<file path="src/rtl/mc_ctrl_fsm_pkg.sv">
// Shared encodings for the multicycle control unit: FSM states, MIPS
// opcode/funct fields, ALU operation codes and ALU operand-B selects.
package mc_ctrl_fsm_pkg;

  typedef enum logic [3:0] {
    S_FETCH,
    S_DECODE,
    S_MEMADR,
    S_MEMRD,
    S_MEMWB,
    S_MEMWR,
    S_RTYPEEX,
    S_RTYPEWB,
    S_BRANCH,
    S_ADDIEX,
    S_ADDIWB,
    S_JUMP
  } state_e;

  localparam logic [5:0] OP_RTYPE = 6'b000000;
  localparam logic [5:0] OP_J     = 6'b000010;
  localparam logic [5:0] OP_BEQ   = 6'b000100;
  localparam logic [5:0] OP_BNE   = 6'b000101;
  localparam logic [5:0] OP_ADDI  = 6'b001000;
  localparam logic [5:0] OP_LW    = 6'b100011;
  localparam logic [5:0] OP_SW    = 6'b101011;

  localparam logic [5:0] FN_ADD = 6'b100000;
  localparam logic [5:0] FN_SUB = 6'b100010;
  localparam logic [5:0] FN_AND = 6'b100100;
  localparam logic [5:0] FN_OR  = 6'b100101;
  localparam logic [5:0] FN_SLT = 6'b101010;

  localparam logic [2:0] ALU_ADD = 3'b010;
  localparam logic [2:0] ALU_SUB = 3'b110;
  localparam logic [2:0] ALU_AND = 3'b000;
  localparam logic [2:0] ALU_OR  = 3'b001;
  localparam logic [2:0] ALU_SLT = 3'b111;

  localparam logic [2:0] SRCB_B      = 3'b000;
  localparam logic [2:0] SRCB_FOUR   = 3'b001;
  localparam logic [2:0] SRCB_INST   = 3'b010;
  localparam logic [2:0] SRCB_SEXTSH = 3'b011;
  localparam logic [2:0] SRCB_SEXT   = 3'b100;

  localparam logic [1:0] PCSRC_ALU    = 2'b00;
  localparam logic [1:0] PCSRC_ALUOUT = 2'b01;
  localparam logic [1:0] PCSRC_JUMP   = 2'b10;

endpackage

</file>
<file path="src/rtl/mc_ctrl_fsm_aludec.sv">
// R-type funct decoder: maps funct to an ALU operation, flags unknown functs.
module ctrl_aludec
  import mc_ctrl_fsm_pkg::*;
#(
  parameter int unsigned FN_W = 6
) (
  input  logic [FN_W-1:0] funct_i,
  output logic [2:0]      alucont_o,
  output logic            illegal_o
);

  // Unknown functs fall back to add so the datapath still sees a defined op.
  always_comb begin
    alucont_o = ALU_ADD;
    illegal_o = 1'b0;
    case (funct_i)
      FN_ADD:  alucont_o = ALU_ADD;
      FN_SUB:  alucont_o = ALU_SUB;
      FN_AND:  alucont_o = ALU_AND;
      FN_OR:   alucont_o = ALU_OR;
      FN_SLT:  alucont_o = ALU_SLT;
      default: illegal_o = 1'b1;
    endcase
  end

endmodule

</file>
<file path="src/rtl/mc_ctrl_fsm.sv">
// Multicycle MIPS-subset control FSM (fetch/decode/execute/memory/writeback).
// Optional performance counters are enabled with the CTRL_PERF_CNT_EN macro.
module mc_ctrl_fsm
  import mc_ctrl_fsm_pkg::*;
#(
  parameter int unsigned OP_W = 6,
  parameter int unsigned FN_W = 6
) (
  input  logic            clk,
  input  logic            rst,
  input  logic [OP_W-1:0] op_i,
  input  logic [FN_W-1:0] funct_i,
  input  logic            zero_i,
  input  logic            mem_ready_i,
  output logic            memread_o,
  output logic            memwrite_o,
  output logic            irwrite_o,
  output logic            pcen_o,
  output logic            iord_o,
  output logic            alusrca_o,
  output logic [2:0]      alusrcb_o,
  output logic [2:0]      alucont_o,
  output logic [1:0]      pcsource_o,
  output logic            regwrite_o,
  output logic            regdst_o,
  output logic            memtoreg_o,
  output logic            bne_o,
  output logic            j_o,
  output logic            illegal_o
`ifdef CTRL_PERF_CNT_EN
  ,
  output logic [31:0]     cycle_cnt_o,
  output logic [31:0]     instret_cnt_o
`endif
);

  state_e     state_q, state_d;
  logic       memread, memwrite, irwrite, pcen, regwrite;
  logic [2:0] dec_alucont;
  logic       dec_illegal;

  ctrl_aludec #(.FN_W(FN_W)) u_aludec (
    .funct_i  (funct_i),
    .alucont_o(dec_alucont),
    .illegal_o(dec_illegal)
  );

  // State register; reset restarts the sequence at FETCH.
  always_ff @(posedge clk or negedge rst) begin
    if (!rst) state_q <= S_FETCH;
    else      state_q <= state_d;
  end

  // Next-state and per-state control outputs.
  always_comb begin
    state_d    = state_q;
    memread    = 1'b0;
    memwrite   = 1'b0;
    irwrite    = 1'b0;
    pcen       = 1'b0;
    regwrite   = 1'b0;
    iord_o     = 1'b0;
    alusrca_o  = 1'b0;
    alusrcb_o  = SRCB_B;
    alucont_o  = ALU_AND;
    pcsource_o = PCSRC_ALU;
    regdst_o   = 1'b0;
    memtoreg_o = 1'b0;
    bne_o      = 1'b0;
    j_o        = 1'b0;
    illegal_o  = 1'b0;
    case (state_q)
      S_FETCH: begin
        memread   = 1'b1;
        alusrcb_o = SRCB_FOUR;
        alucont_o = ALU_ADD;
        irwrite   = mem_ready_i;
        pcen      = mem_ready_i;
        if (mem_ready_i) state_d = S_DECODE;
      end
      S_DECODE: begin
        alusrcb_o = SRCB_SEXTSH;
        alucont_o = ALU_ADD;
        case (op_i)
          OP_LW, OP_SW:   state_d = S_MEMADR;
          OP_RTYPE:       state_d = S_RTYPEEX;
          OP_BEQ, OP_BNE: state_d = S_BRANCH;
          OP_ADDI:        state_d = S_ADDIEX;
          OP_J:           state_d = S_JUMP;
          default: begin
            illegal_o = 1'b1;
            state_d   = S_FETCH;
          end
        endcase
      end
      S_MEMADR: begin
        alusrca_o = 1'b1;
        alusrcb_o = SRCB_SEXT;
        alucont_o = ALU_ADD;
        state_d   = (op_i == OP_LW) ? S_MEMRD : S_MEMWR;
      end
      S_MEMRD: begin
        iord_o  = 1'b1;
        memread = 1'b1;
        if (mem_ready_i) state_d = S_MEMWB;
      end
      S_MEMWB: begin
        regwrite   = 1'b1;
        memtoreg_o = 1'b1;
        state_d    = S_FETCH;
      end
      S_MEMWR: begin
        iord_o   = 1'b1;
        memwrite = 1'b1;
        if (mem_ready_i) state_d = S_FETCH;
      end
      S_RTYPEEX: begin
        alusrca_o = 1'b1;
        alucont_o = dec_alucont;
        illegal_o = dec_illegal;
        state_d   = S_RTYPEWB;
      end
      S_RTYPEWB: begin
        regwrite = 1'b1;
        regdst_o = 1'b1;
        state_d  = S_FETCH;
      end
      S_BRANCH: begin
        alusrca_o  = 1'b1;
        alucont_o  = ALU_SUB;
        pcsource_o = PCSRC_ALUOUT;
        bne_o      = (op_i == OP_BNE);
        pcen       = zero_i ^ (op_i == OP_BNE);
        state_d    = S_FETCH;
      end
      S_ADDIEX: begin
        alusrca_o = 1'b1;
        alusrcb_o = SRCB_SEXT;
        alucont_o = ALU_ADD;
        state_d   = S_ADDIWB;
      end
      S_ADDIWB: begin
        regwrite = 1'b1;
        state_d  = S_FETCH;
      end
      S_JUMP: begin
        pcsource_o = PCSRC_JUMP;
        j_o        = 1'b1;
        pcen       = 1'b1;
        state_d    = S_FETCH;
      end
      default: state_d = S_FETCH;
    endcase
  end

  // Strobes are masked by reset so an in-flight write is killed without a clock edge.
  assign memread_o  = memread  & rst;
  assign memwrite_o = memwrite & rst;
  assign irwrite_o  = irwrite  & rst;
  assign pcen_o     = pcen     & rst;
  assign regwrite_o = regwrite & rst;

`ifdef CTRL_PERF_CNT_EN
  logic [31:0] cycle_q, instret_q;

  // Cycle counter runs every clock out of reset; instret counts returns to
  // FETCH from any terminal state (DECODE returns are illegal-opcode aborts).
  always_ff @(posedge clk or negedge rst) begin
    if (!rst) begin
      cycle_q   <= '0;
      instret_q <= '0;
    end else begin
      cycle_q <= cycle_q + 32'd1;
      if (state_d == S_FETCH && state_q != S_FETCH && state_q != S_DECODE)
        instret_q <= instret_q + 32'd1;
    end
  end

  assign cycle_cnt_o   = cycle_q;
  assign instret_cnt_o = instret_q;
`endif

endmodule
</file>
<file path="config.mk">
export PLATFORM = sky130hd
export DESIGN_NAME = mc_ctrl_fsm
export DESIGN_NICKNAME = d
export VERILOG_FILES = /design/src/rtl/mc_ctrl_fsm_pkg.sv /design/src/rtl/mc_ctrl_fsm_aludec.sv /design/src/rtl/mc_ctrl_fsm.sv
export SDC_FILE = /design/constraint.sdc
export NUM_CORES = 1
export LEC_CHECK = 0
export CAP_MARGIN = 15
export CORE_ASPECT_RATIO = 0.8
export CORE_MARGIN = 5
export CORE_UTILIZATION = 34
export DETAILED_ROUTE_END_ITERATION = 7
export GPL_ROUTABILITY_DRIVEN = 0
export PLACE_DENSITY = 0.76
export REMOVE_ABC_BUFFERS = 1
export SLEW_MARGIN = 25
export SYNTH_ARGS = -nofsm -noshare
export SYNTH_HDL_FRONTEND = slang
export SYNTH_SLANG_ARGS = --single-unit
</file>
<file path="constraint.sdc">
create_clock -name clk -period 1.2 [get_ports clk]
set_input_delay 0.12 -clock clk [delete_from_list [all_inputs] [get_ports clk]]
set_output_delay 0.12 -clock clk [all_outputs]
set_load 0.03 [all_outputs]
</file>
==> flow_summary_export.csv, run 1 <==
group,metric,value,unit
logic_synthesis,syn_area,628,um2
logic_synthesis,yosysWarnings,0,
clock_network,clockBufferDepth,2,
logic_synthesis,synth_area_leaders,"dfrtp_1, nor2_1, nand2b_1, nor3_1, a32o_1",
outcome,status,"aborted with a tool error",
floorplanning,fp.dieW,58.1,um
logic_synthesis,yosysUniqueCellTypes,33,
logic_synthesis,ys_seq_elements,4,
clock_network,clock-sinks,4,
timing,crit_endpoint,"bne_o",
place,place.detailed.hpwl,2230,um
outcome,error,"[ERROR DPL-0038] Utilization greater than 100%, impossible to legalize",
floorplanning,num_io_pins,36,
logic_synthesis,yosysTopAreaCellShare,15.9,%
floorplanning,dieHeight,48.4,um
logic_synthesis,synth_cells,98,
logic_synthesis,ys_seq_area_share,15.9,%
clock_network,clockRootBuffer,"clkbuf_4",
clock_network,numCtsBuffers,3,
place,io_buffers,35,
timing,worst_path_end_type,"output port",
logic_synthesis,yosysTopAreaCell,"dfrtp_1",
clock_network,htreeDepth,1,
floorplanning,start_util,37.1,%
outcome,haltStage,"global routing (5_1_grt)",
logic_synthesis,synth.avg_cell_area,6.41,um2
floorplanning,rows,13,
grt,grt_max_degree,14,
-- Yosys cell counts --
cell and n:
nand4b_1 1, o21a_1 1, nor4_1 1, inv_1 6
buf_2 1, dfrtp_1 4, a21oi_1 5, o22ai_1 1
xnor2_1 3, clkbuf_1 3, mux2i_1 2, nand2b_1 6
or3_1 3, nor2_1 19, nand3_1 6, buf_1 1
o31ai_1 1, a32o_1 3, nor3b_1 1, nor3b_2 1
o32ai_1 1, nand4_1 1, or4_4 1, or2_2 1
nor2b_1 2, o311ai_0 1, o31a_1 1, o21ai_0 4
a2bb2oi_1 1, nand2_1 5, and3_1 1, nor3_1 7
a31oi_1 3
-- metrics by stage --
step	worst slack, ps	cells	cell area (um2)	hold WS (ps)	util, %
CTS	-577	202	1600	243	94.3
floorplan	-861	93	608	-176	-
detailed placement	-1130	189	1230	491	72.8
global placement	-1070	189	1230	499	72.8
-- cell families after synthesis --
| group | count (synthesis) | share of synthesized area (%) |
|---|---|---|
| compound gates | 22 | 23.9 |
| xor+xnor | 3 | 4.18 |
| buf+inv | 11 | 6.77 |
| flops | 4 | 15.9 |
| mux | 2 | 3.19 |
| simple gates | 56 | 46.0 |
-- what timing repair did --
item / in CTS
gates resized for setup: 83
gates cloned: 0
buffers inserted: 10
hold buffers: 0
pin swaps: 15
setup endpoints to repair: 24
==> run 2: changes to the inputs <==
Settings changed: CORE_AREA set to 5 5 66 68, CORE_ASPECT_RATIO 0.8 to not set, CORE_MARGIN 5 to not set, CORE_UTILIZATION 34 to not set, DIE_AREA set to 0 0 71 73, PLACE_DENSITY 0.76 to not set, PLACE_DENSITY_LB_ADDON set to 0.15.
Clock period 1.2 ns to 1.55 ns, I/O delays scaled along.
==> run 2 against run 1 <==
Against the previous run: the flow now finishes, with violations (setup timing); area after synthesis is the same; synthesized cell count is the same.
==> flow_summary_export.csv, run 2 <==
group,metric,value,unit
logic_synthesis,synth_compound_area_share,23.9,%
setup_path,start_kind,"flop",
logic_synthesis,ys_seq_area_share,15.9,%
logic_synthesis,synth_cells,98,
route,dr.pass1.iters,4,
clock_network,clock-sinks,4,
final_layout,layout_commonest_cell,"buf_4",
pwr,vdd_ir_drop_max,0.000324,V
setup_path,slowest_stage,"dfrtp_1",
timing,relSlewSlack,79.2,%
logic_synthesis,async_flop_share,100,%
final_layout,largestRegisters,"state_q (4)",
final_layout,antenna_cells,0,
outcome,status,"complete, but fails checks",
logic_synthesis,synth-simple-area-share,46.0,%
logic_synthesis,synthXorXnorAreaFrac,4.18,%
final_layout,final_util,36.5,%
floorplanning,num_io_pins,36,
clock_network,numCtsBuffers,3,
timing,fmax,591,MHz
timing,finalHoldViolations,0,
final_layout,area_growth,121,%
grt,antenna_found_initial,0,
logic_synthesis,yosysUniqueCellTypes,33,
logic_synthesis,synth_ff_type,"dfrtp_1",
route,vias,974,
flow_run,cap_violations,0,
clock_network,cts.clk_slew.worst_paths,30,ps
floorplanning,rows,23,
clock_network,clockBufferDepth,2,
logic_synthesis,synth_common_cells,"nor2_1, nor3_1, inv_1, nand2b_1, nand3_1",
logic_synthesis,yosysWarnings,0,
route,antenna_left,0,
timing,fin_ws,-141,ps
setup_path,cp_max_fo,3,
setup_path,worst_setup_path_end_kind,"output port",
floorplanning,dieHeight,73,um
place,placed_area,1200,um2
final_layout,top_register,"state_q",
setup_path,cp_top_family,"simple AND/OR/NAND/NOR gates",
setup_path,crit_buf_inv,2,
clock_network,insertion_delay,210,ps
clock_network,clockRootBuffer,"clkbuf_8",
pwr,powerDensity,592,nW/um2
logic_synthesis,synth_edf_count,0,
grt,grtUsageTotal,10.7,%
setup_path,required,1390,ps
pwr,p_leak,0.636,nW
logic_synthesis,ys_seq_elements,4,
final_layout,stdcell_area,1390,um2
outcome,violations,"setup timing",
logic_synthesis,yosysTopAreaCellShare,15.9,%
clock_network,htreeDepth,1,
timing,skew,1.58,ps
floorplanning,dieArea,5180,um2
route,first_iter_violations,43,
logic_synthesis,synth_mux_area_share,3.19,%
timing,slew_viol_final,0,
timing,worst-slew-pin-transition,308,ps
logic_synthesis,synth_most_common_cell,"nor2_1",
timing,finalCriticalPeriod,1690,ps
logic_synthesis,synth_area_leaders,"dfrtp_1, nor2_1, nand2b_1, nor3_1, a32o_1",
logic_synthesis,yosysTopAreaCell,"dfrtp_1",
route,route.final.wire_length,2730,um
setup_path,cpMostUsedCell,"buf_6",
logic_synthesis,synth_top_family_by_area,"simple AND/OR/NAND/NOR gates",
hold_path,hold_path.class,"in -> reg",
timing,grt_setup_unrepaired,"true",
grt,grt.overflow.total,0,
grt,grt_pass1_vias,1018,
route,wl_per_cell,12.6,um
final_layout,nets,185,
logic_synthesis,synth.avg_cell_area,6.41,um2
setup_path,criticalPathCategory,"reg -> out",
setup_path,crit_chain,"buf_6 > nand2b_4 > or3_4 > nor2_2 > a32o_2 > buf_6",
logic_synthesis,synthAdderAreaFrac,0,%
grt,grt_pass1_wl,4600,um
final_layout,largest_reg_flops,4,
route,routed_via_density,4.49,
route,drc,0,
floorplanning,start_util,16.5,%
grt,grt_max_degree,12,
floorplanning,coreArea,3800,um2
setup_path,max_stage_delay,370,ps
timing,finalSetupViolations,7,
pwr,total_power,0.820,mW
place,place.detailed.hpwl,2160,um
final_layout,drive_gt1_share,52.1,%
logic_synthesis,syn_area,628,um2
setup_path,crit_arrival,1540,ps
place,io_buffers,35,
final_layout,final_cell_mix,"buf_4, nor2_1, buf_6, clkdlybuf4s50_1, nand3_1",
floorplanning,fp.dieW,71,um
timing,finalCritPeriodShare,109,%
clock_network,cts_tree,"done",
-- run 2: worst paths after layout --
kind                                   from          to  slack (ps)  cells after the start
worst max-delay path             state_q[2]      pcen_o        -140                      6
worst min-delay path            mem_ready_i  state_q[2]         340                      3
worst max register to register   state_q[2]  state_q[2]         150                      5
worst min register to register   state_q[3]  state_q[0]         740                      2
max in group asynchronous               rst  state_q[3]        1100                      2
min in group asynchronous               rst  state_q[1]         350                      2
-- run 2: worst reg2reg max path, stage by stage, from the launching register on --
cell	delay [ps]
dfrtp_1	370
buf_6	120
buf_4	170
nor4_1	310
a2bb2oi_1	190
o32ai_1	100
-- run 2: kinds of logic after synthesis --
kind of cell,Yosys count
flip-flops,4
XOR/XNOR,3
AND/OR/NAND/NOR,56
buffers and inverters,11
multiplexers,2
AO/OA/AOI/OAI,22
-- run 2: power breakdown --
group,total (mW),internal (mW),switching (mW)
registers,0.122,0.114,0.00778
logic,0.485,0.238,0.247
clock network,0.213,0.165,0.0481
total,0.820,0.517,0.303
-- run 2: per-stage QoR --
step,setup TNS [ps],hold WS (ps),cells,setup slack [ps]
floorplan,-1520,-141,93,-546
global placement,-1820,578,208,-803
detailed placement,-1900,578,208,-812
CTS,-735,356,217,-165
global route,-1260,367,217,-188
finish,-502,337,217,-141
-- run 2: metal layers --
| metal | track usage, % | vias to the layer above | part of all wire [%] |
|---|---|---|---|
| met5 | 0 | - | 0 |
| met4 | 2.51 | 0 | 1.1 |
| met3 | 2.62 | 4 | 4.1 |
| met2 | 18.8 | 20 | 51 |
| met1 | 13.0 | 454 | 44 |
| li1 | - | 496 | - |
-- run 2: area by class of cell --
cell class                 count  area (um2)
clock buffer                   3        41.3
fill                         443        2410
inverter                       6        25.0
multi-input combinational     83         559
sequential                     4         100
tap                           50        62.6
timing repair buffer          71         598
-- run 2: repair_timing --
action,CTS,global route
setup buffers,6,0
gates cloned,0,0
setup endpoints to repair,12,13
hold buffers,0,0
resized for setup,39,18
pin swaps,11,7
Power figures use the tool's default switching activity.
==> run 3: changes to the inputs <==
Settings changed: MAX_ROUTING_LAYER set to met4.
==> run 3 against run 2 <==
Against the previous run: the run still ends with setup timing left; setup slack worse by 0.73 ps; register-to-register slack hardly changed; flip-flop and latch count stayed put; count of clock-buffer cells in the layout stayed put; via count is 0.10% higher; routed wire length is 0.40% higher; sequential power hardly changed; first-iteration DRC count is 4.7% higher; core utilization stayed put; hold slack better by 1.5 ps.
==> flow_summary_export.csv, run 3 (same netlist as run 2, synthesis figures left out) <==
group,metric,value,unit
setup_path,rr_startpoint,"state_q[2]",
floorplanning,dieArea,5180,um2
pwr,p_seq_share,14.9,%
timing,fmax,591,MHz
final_layout,largest_reg_flops,4,
grt,grtUsageTotal,11.0,%
grt,grt.overflow.total,0,
final_layout,largestRegisters,"state_q (4)",
pwr,total_power,0.821,mW
floorplanning,dieHeight,73,um
pwr,powerDensity,592,nW/um2
timing,grt_setup_unrepaired,"true",
route,routed_via_density,4.49,
floorplanning,start_util,16.5,%
route,wl_per_cell,12.6,um
setup_path,crit_chain,"buf_6 > nand2b_4 > or3_4 > nor2_2 > a32o_2 > buf_6",
clock_network,numCtsBuffers,3,
final_layout,stdcell_area,1390,um2
grt,grt_pass1_wl,4620,um
outcome,violations,"setup timing",
route,drc,0,
setup_path,slowest_stage,"dfrtp_1",
flow_run,cap_violations,0,
timing,hold_slack,338,ps
route,route.final.wire_length,2740,um
final_layout,final_util,36.5,%
grt,grt_pass1_vias,1019,
timing,skew,1.58,ps
setup_path,rr_worst_depth,5,
timing,finalCriticalPeriod,1690,ps
place,dp.cells,208,
place,io_buffers,35,
setup_path,cp_max_fo,3,
setup_path,cpMostUsedCell,"buf_6",
place,place_ws,-812,ps
timing,finalSetupViolations,7,
outcome,status,"complete, but fails checks",
final_layout,final_cell_mix,"buf_4, nor2_1, buf_6, clkdlybuf4s50_1, nand3_1",
pwr,comb_power_share,59.2,%
grt,grt_max_degree,12,
setup_path,reg2reg_to,"state_q[2]",
pwr,p_clk_share,25.9,%
grt,antenna_found_initial,0,
clock_network,postCtsHoldBufs,0,
setup_path,worst_setup_path_end_kind,"output port",
timing,slew_viol_final,0,
pwr,switching_share,37.0,%
final_layout,nets,185,
setup_path,rrSetupSlack,150,ps
setup_path,required,1390,ps
timing,finalHoldViolations,0,
setup_path,start_kind,"flop",
setup_path,cp-endpoint,"pcen_o",
timing,worst-slew-pin-transition,298,ps
timing,relSlewSlack,79.9,%
final_layout,top_register,"state_q",
clock_network,htreeDepth,1,
setup_path,max_stage_delay,370,ps
setup_path,criticalPathCategory,"reg -> out",
route,vias,975,
clock_network,cts_tree,"done",
pwr,p_switching,0.304,mW
floorplanning,rows,23,
pwr,vdd_ir_drop_max,0.000324,V
final_layout,area_growth,121,%
clock_network,clockRootBuffer,"clkbuf_8",
floorplanning,coreArea,3800,um2
route,dr.pass1.iters,2,
pwr,p_leak,0.636,nW
final_layout,antenna_cells,0,
setup_path,critPathLaunch,"state_q[2]",
final_layout,layout_commonest_cell,"buf_4",
pwr,intPower,0.517,mW
route,antenna_left,0,
setup_path,crit_arrival,1540,ps
hold_path,hold_path.class,"in -> reg",
route,first_iter_violations,45,
clock_network,insertion_delay,210,ps
timing,finalCritPeriodShare,109,%
clock_network,clockBufferDepth,2,
final_layout,stdcell_count,217,
clock_network,clock-sinks,4,
final_layout,drive_gt1_share,52.1,%
place,place.detailed.hpwl,2160,um
clock_network,cts.clk_slew.worst_paths,30,ps
floorplanning,num_io_pins,36,
floorplanning,fp.dieW,71,um
place,placed_area,1200,um2
timing,finalSetupTns,-505,ps
timing,fin_ws,-141,ps
run 3: cell counts in the layout (fill, tap and decap cells not counted):
No cell type changed its count.
run 3: worst min path at each step:
stage	start	end	slack (ps)	cells after the start
after floorplan	rst	state_q[0]	-140	0
after global placement	rst	state_q[0]	580	2
after detailed placement	rst	state_q[1]	580	2
after CTS	rst	state_q[1]	360	2
after global routing	mem_ready_i	state_q[2]	370	3
final	mem_ready_i	state_q[2]	340	3
run 3: layout make-up:
class / instances / area [um2]
fillers: 443 / 2410
well taps: 50 / 62.6
inverters: 6 / 25.0
repair buffers: 71 / 598
multi-input cells: 83 / 559
flip-flops and latches: 4 / 100
clock buffers: 3 / 41.3
run 3: critical path, delay by kind of cell (launching register included):
kind            cells  cell delay, ps
simple gates        3             570
flops               1             370
buf+inv             2             250
compound gates      1             140
run 3: metal layers:
metal  vias to the layer above  wire (um)  GRT usage (%)
met5                         -          0              -
met4                         0         31           2.51
met3                         4        100           2.34
met2                        20       1390           18.8
met1                       454       1220           13.3
li1                        497          -              -
run 3: power by group through the flow:
stage               clock, mW  sequential [mW]  combinational (mW)
global placement            0            0.122               0.421
global route            0.229            0.123               0.523
finish                  0.213            0.122               0.486
CTS                     0.222            0.122               0.481
detailed placement          0            0.122               0.422
floorplan                   0            0.136               0.186
run 3: repair_timing:
action | 4_1_cts | 5_1_grt
pin swaps | 11 | 7
setup buffers | 6 | 0
setup endpoints to repair | 12 | 13
gates resized for setup | 39 | 18
==> run 4: changes to the inputs <==
Settings changed: CORE_AREA 5 5 66 68 to 2 2 63 65, DIE_AREA 0 0 71 73 to 0 0 65 67, REMOVE_ABC_BUFFERS 1 to not set.
==> run 4 against run 3 <==
Against the previous run: the flow still finishes with violations (setup timing); clock power shrank 2%; routed wire length shrank 1.2%; first-iteration DRC count shrank 64%; global-route usage grew 1.5 points; setup slack lost 35 ps; register-to-register slack lost 30 ps; die area shrank 16%; final cell count grew 6.0%; critical path type unchanged; critical endpoint unchanged; largest power group unchanged.
==> flow_summary_export.csv, run 4 (same netlist as run 2, synthesis figures left out) <==
group,metric,value,unit
clock_network,insertion_delay,210,ps
final_layout,drive_gt1_share,60.4,%
final_layout,final_util,43.8,%
clock_network,cts.clk_slew.worst_paths,30,ps
setup_path,required,1390,ps
grt,grtUsageTotal,12.5,%
timing,finalSetupViolations,10,
timing,finalCriticalPeriod,1730,ps
route,wl_per_cell,11.8,um
flow_run,cap_violations,0,
logic_synthesis,synth_nets,114,
outcome,status,"complete, but fails checks",
clock_network,clock-sinks,4,
grt,grt_pass1_vias,1017,
grt,grt.overflow.total,0,
timing,finalSetupTns,-1040,ps
floorplanning,dieHeight,67,um
setup_path,start_kind,"flop",
setup_path,max_stage_delay,390,ps
final_layout,final_cell_mix,"buf_4, buf_6, nor2_1, clkdlybuf4s50_1",
final_layout,top_register,"state_q",
floorplanning,coreArea,3610,um2
route,vias,1038,
setup_path,criticalPathCategory,"reg -> out",
grt,antenna_found_initial,0,
timing,finalHoldViolations,0,
route,dr.pass1.iters,3,
clock_network,clockBufferDepth,2,
route,drc,0,
clock_network,numCtsBuffers,3,
setup_path,cp_top_family,"simple AND/OR/NAND/NOR gates",
grt,grt_pass1_wl,4240,um
pwr,total_power,0.903,mW
timing,hold_slack,401,ps
grt,grt_max_degree,9,
place,io_buffers,35,
final_layout,largest_reg_flops,4,
pwr,p_leak,0.712,nW
floorplanning,num_io_pins,36,
floorplanning,start_util,17.4,%
final_layout,stdcell_count,230,
floorplanning,fp.dieW,65,um
timing,worst-slew-pin-transition,316,ps
route,routed_via_density,4.51,
setup_path,worst_setup_path_end_kind,"output port",
final_layout,layout_commonest_cell,"buf_4",
floorplanning,rows,22,
timing,skew,1.20,ps
place,placed_area,1270,um2
floorplanning,dieArea,4360,um2
final_layout,area_growth,152,%
setup_path,cpMostUsedCell,"buf_6",
route,first_iter_violations,16,
timing,fin_ws,-176,ps
timing,slew_viol_final,0,
place,place_ws,-814,ps
clock_network,cts_tree,"done",
pwr,powerDensity,571,nW/um2
setup_path,crit_buf_inv,2,
clock_network,clockRootBuffer,"clkbuf_8",
setup_path,cp_max_fo,5,
timing,fmax,579,MHz
final_layout,nets,200,
outcome,violations,"setup timing",
setup_path,crit_chain,"buf_6 > or3_4 > o21ai_2 > a32o_2 > buf_6",
timing,grt_setup_unrepaired,"true",
setup_path,crit_arrival,1570,ps
pwr,vdd_ir_drop_max,0.000175,V
hold_path,hold_path.class,"in -> async",
timing,relSlewSlack,78.9,%
final_layout,antenna_cells,0,
clock_network,postCtsHoldBufs,0,
place,dp.cells,212,
clock_network,htreeDepth,1,
final_layout,largestRegisters,"state_q (4)",
place,place.detailed.hpwl,2120,um
setup_path,slowest_stage,"or3_4",
route,antenna_left,0,
route,route.final.wire_length,2710,um
final_layout,stdcell_area,1580,um2
timing,finalCritPeriodShare,111,%
[run 4: cell count changes in the layout (fill, tap and decap cells not counted), moves of 2 or more]
cell | previous run | this run
a21oi_1 | 4 | 2
a21oi_2 | 1 | 3
buf_4 | 46 | 54
buf_6 | 11 | 18
dlymetal6s2s_1 | 2 | 0
nor2_1 | 14 | 11
nor2_4 | 1 | 4
[run 4: timing repair]
item / CTS / global route
setup endpoints to repair: 12 / 13
buffers inserted: 13 / 2
hold endpoints to repair: 0 / 0
pin swaps: 12 / 6
gates resized for setup: 44 / 27
[run 4: final timing paths]
kind / startpoint / to / slack [ps] / cells past startpoint
max in group asynchronous: rst / state_q[3] / 1050 / 2
setup / recovery: state_q[0] / pcen_o / -180 / 5
hold reg to reg: state_q[3] / state_q[0] / 750 / 3
min in group clk: op_i[2] / state_q[0] / 460 / 6
hold / removal: rst / state_q[0] / 400 / 2
setup reg to reg: state_q[2] / state_q[2] / 120 / 5
[run 4: final cells by class]
| type | count | area [um2] |
|---|---|---|
| Tap cell | 48 | 60.1 |
| Clock buffer | 3 | 41.3 |
| Timing Repair Buffer | 86 | 731 |
| Inverter | 6 | 32.5 |
| Sequential cell | 4 | 100 |
| Multi-Input combinational cell | 83 | 616 |
| Fill cell | 374 | 2030 |
[run 4: layer usage]
metal	GRT usage [%]	vias up	part of all wire (%)
met3	1.52	2	3.1
met2	24.4	23	55
met4	1.86	0	0.85
met1	13.7	489	41
li1	-	524	-
met5	-	-	0
[run 4: where the power goes]
part	internal (mW)	total (mW)	switching (mW)
clock network	0.165	0.208	0.0436
logic	0.299	0.573	0.274
registers	0.114	0.122	0.00728
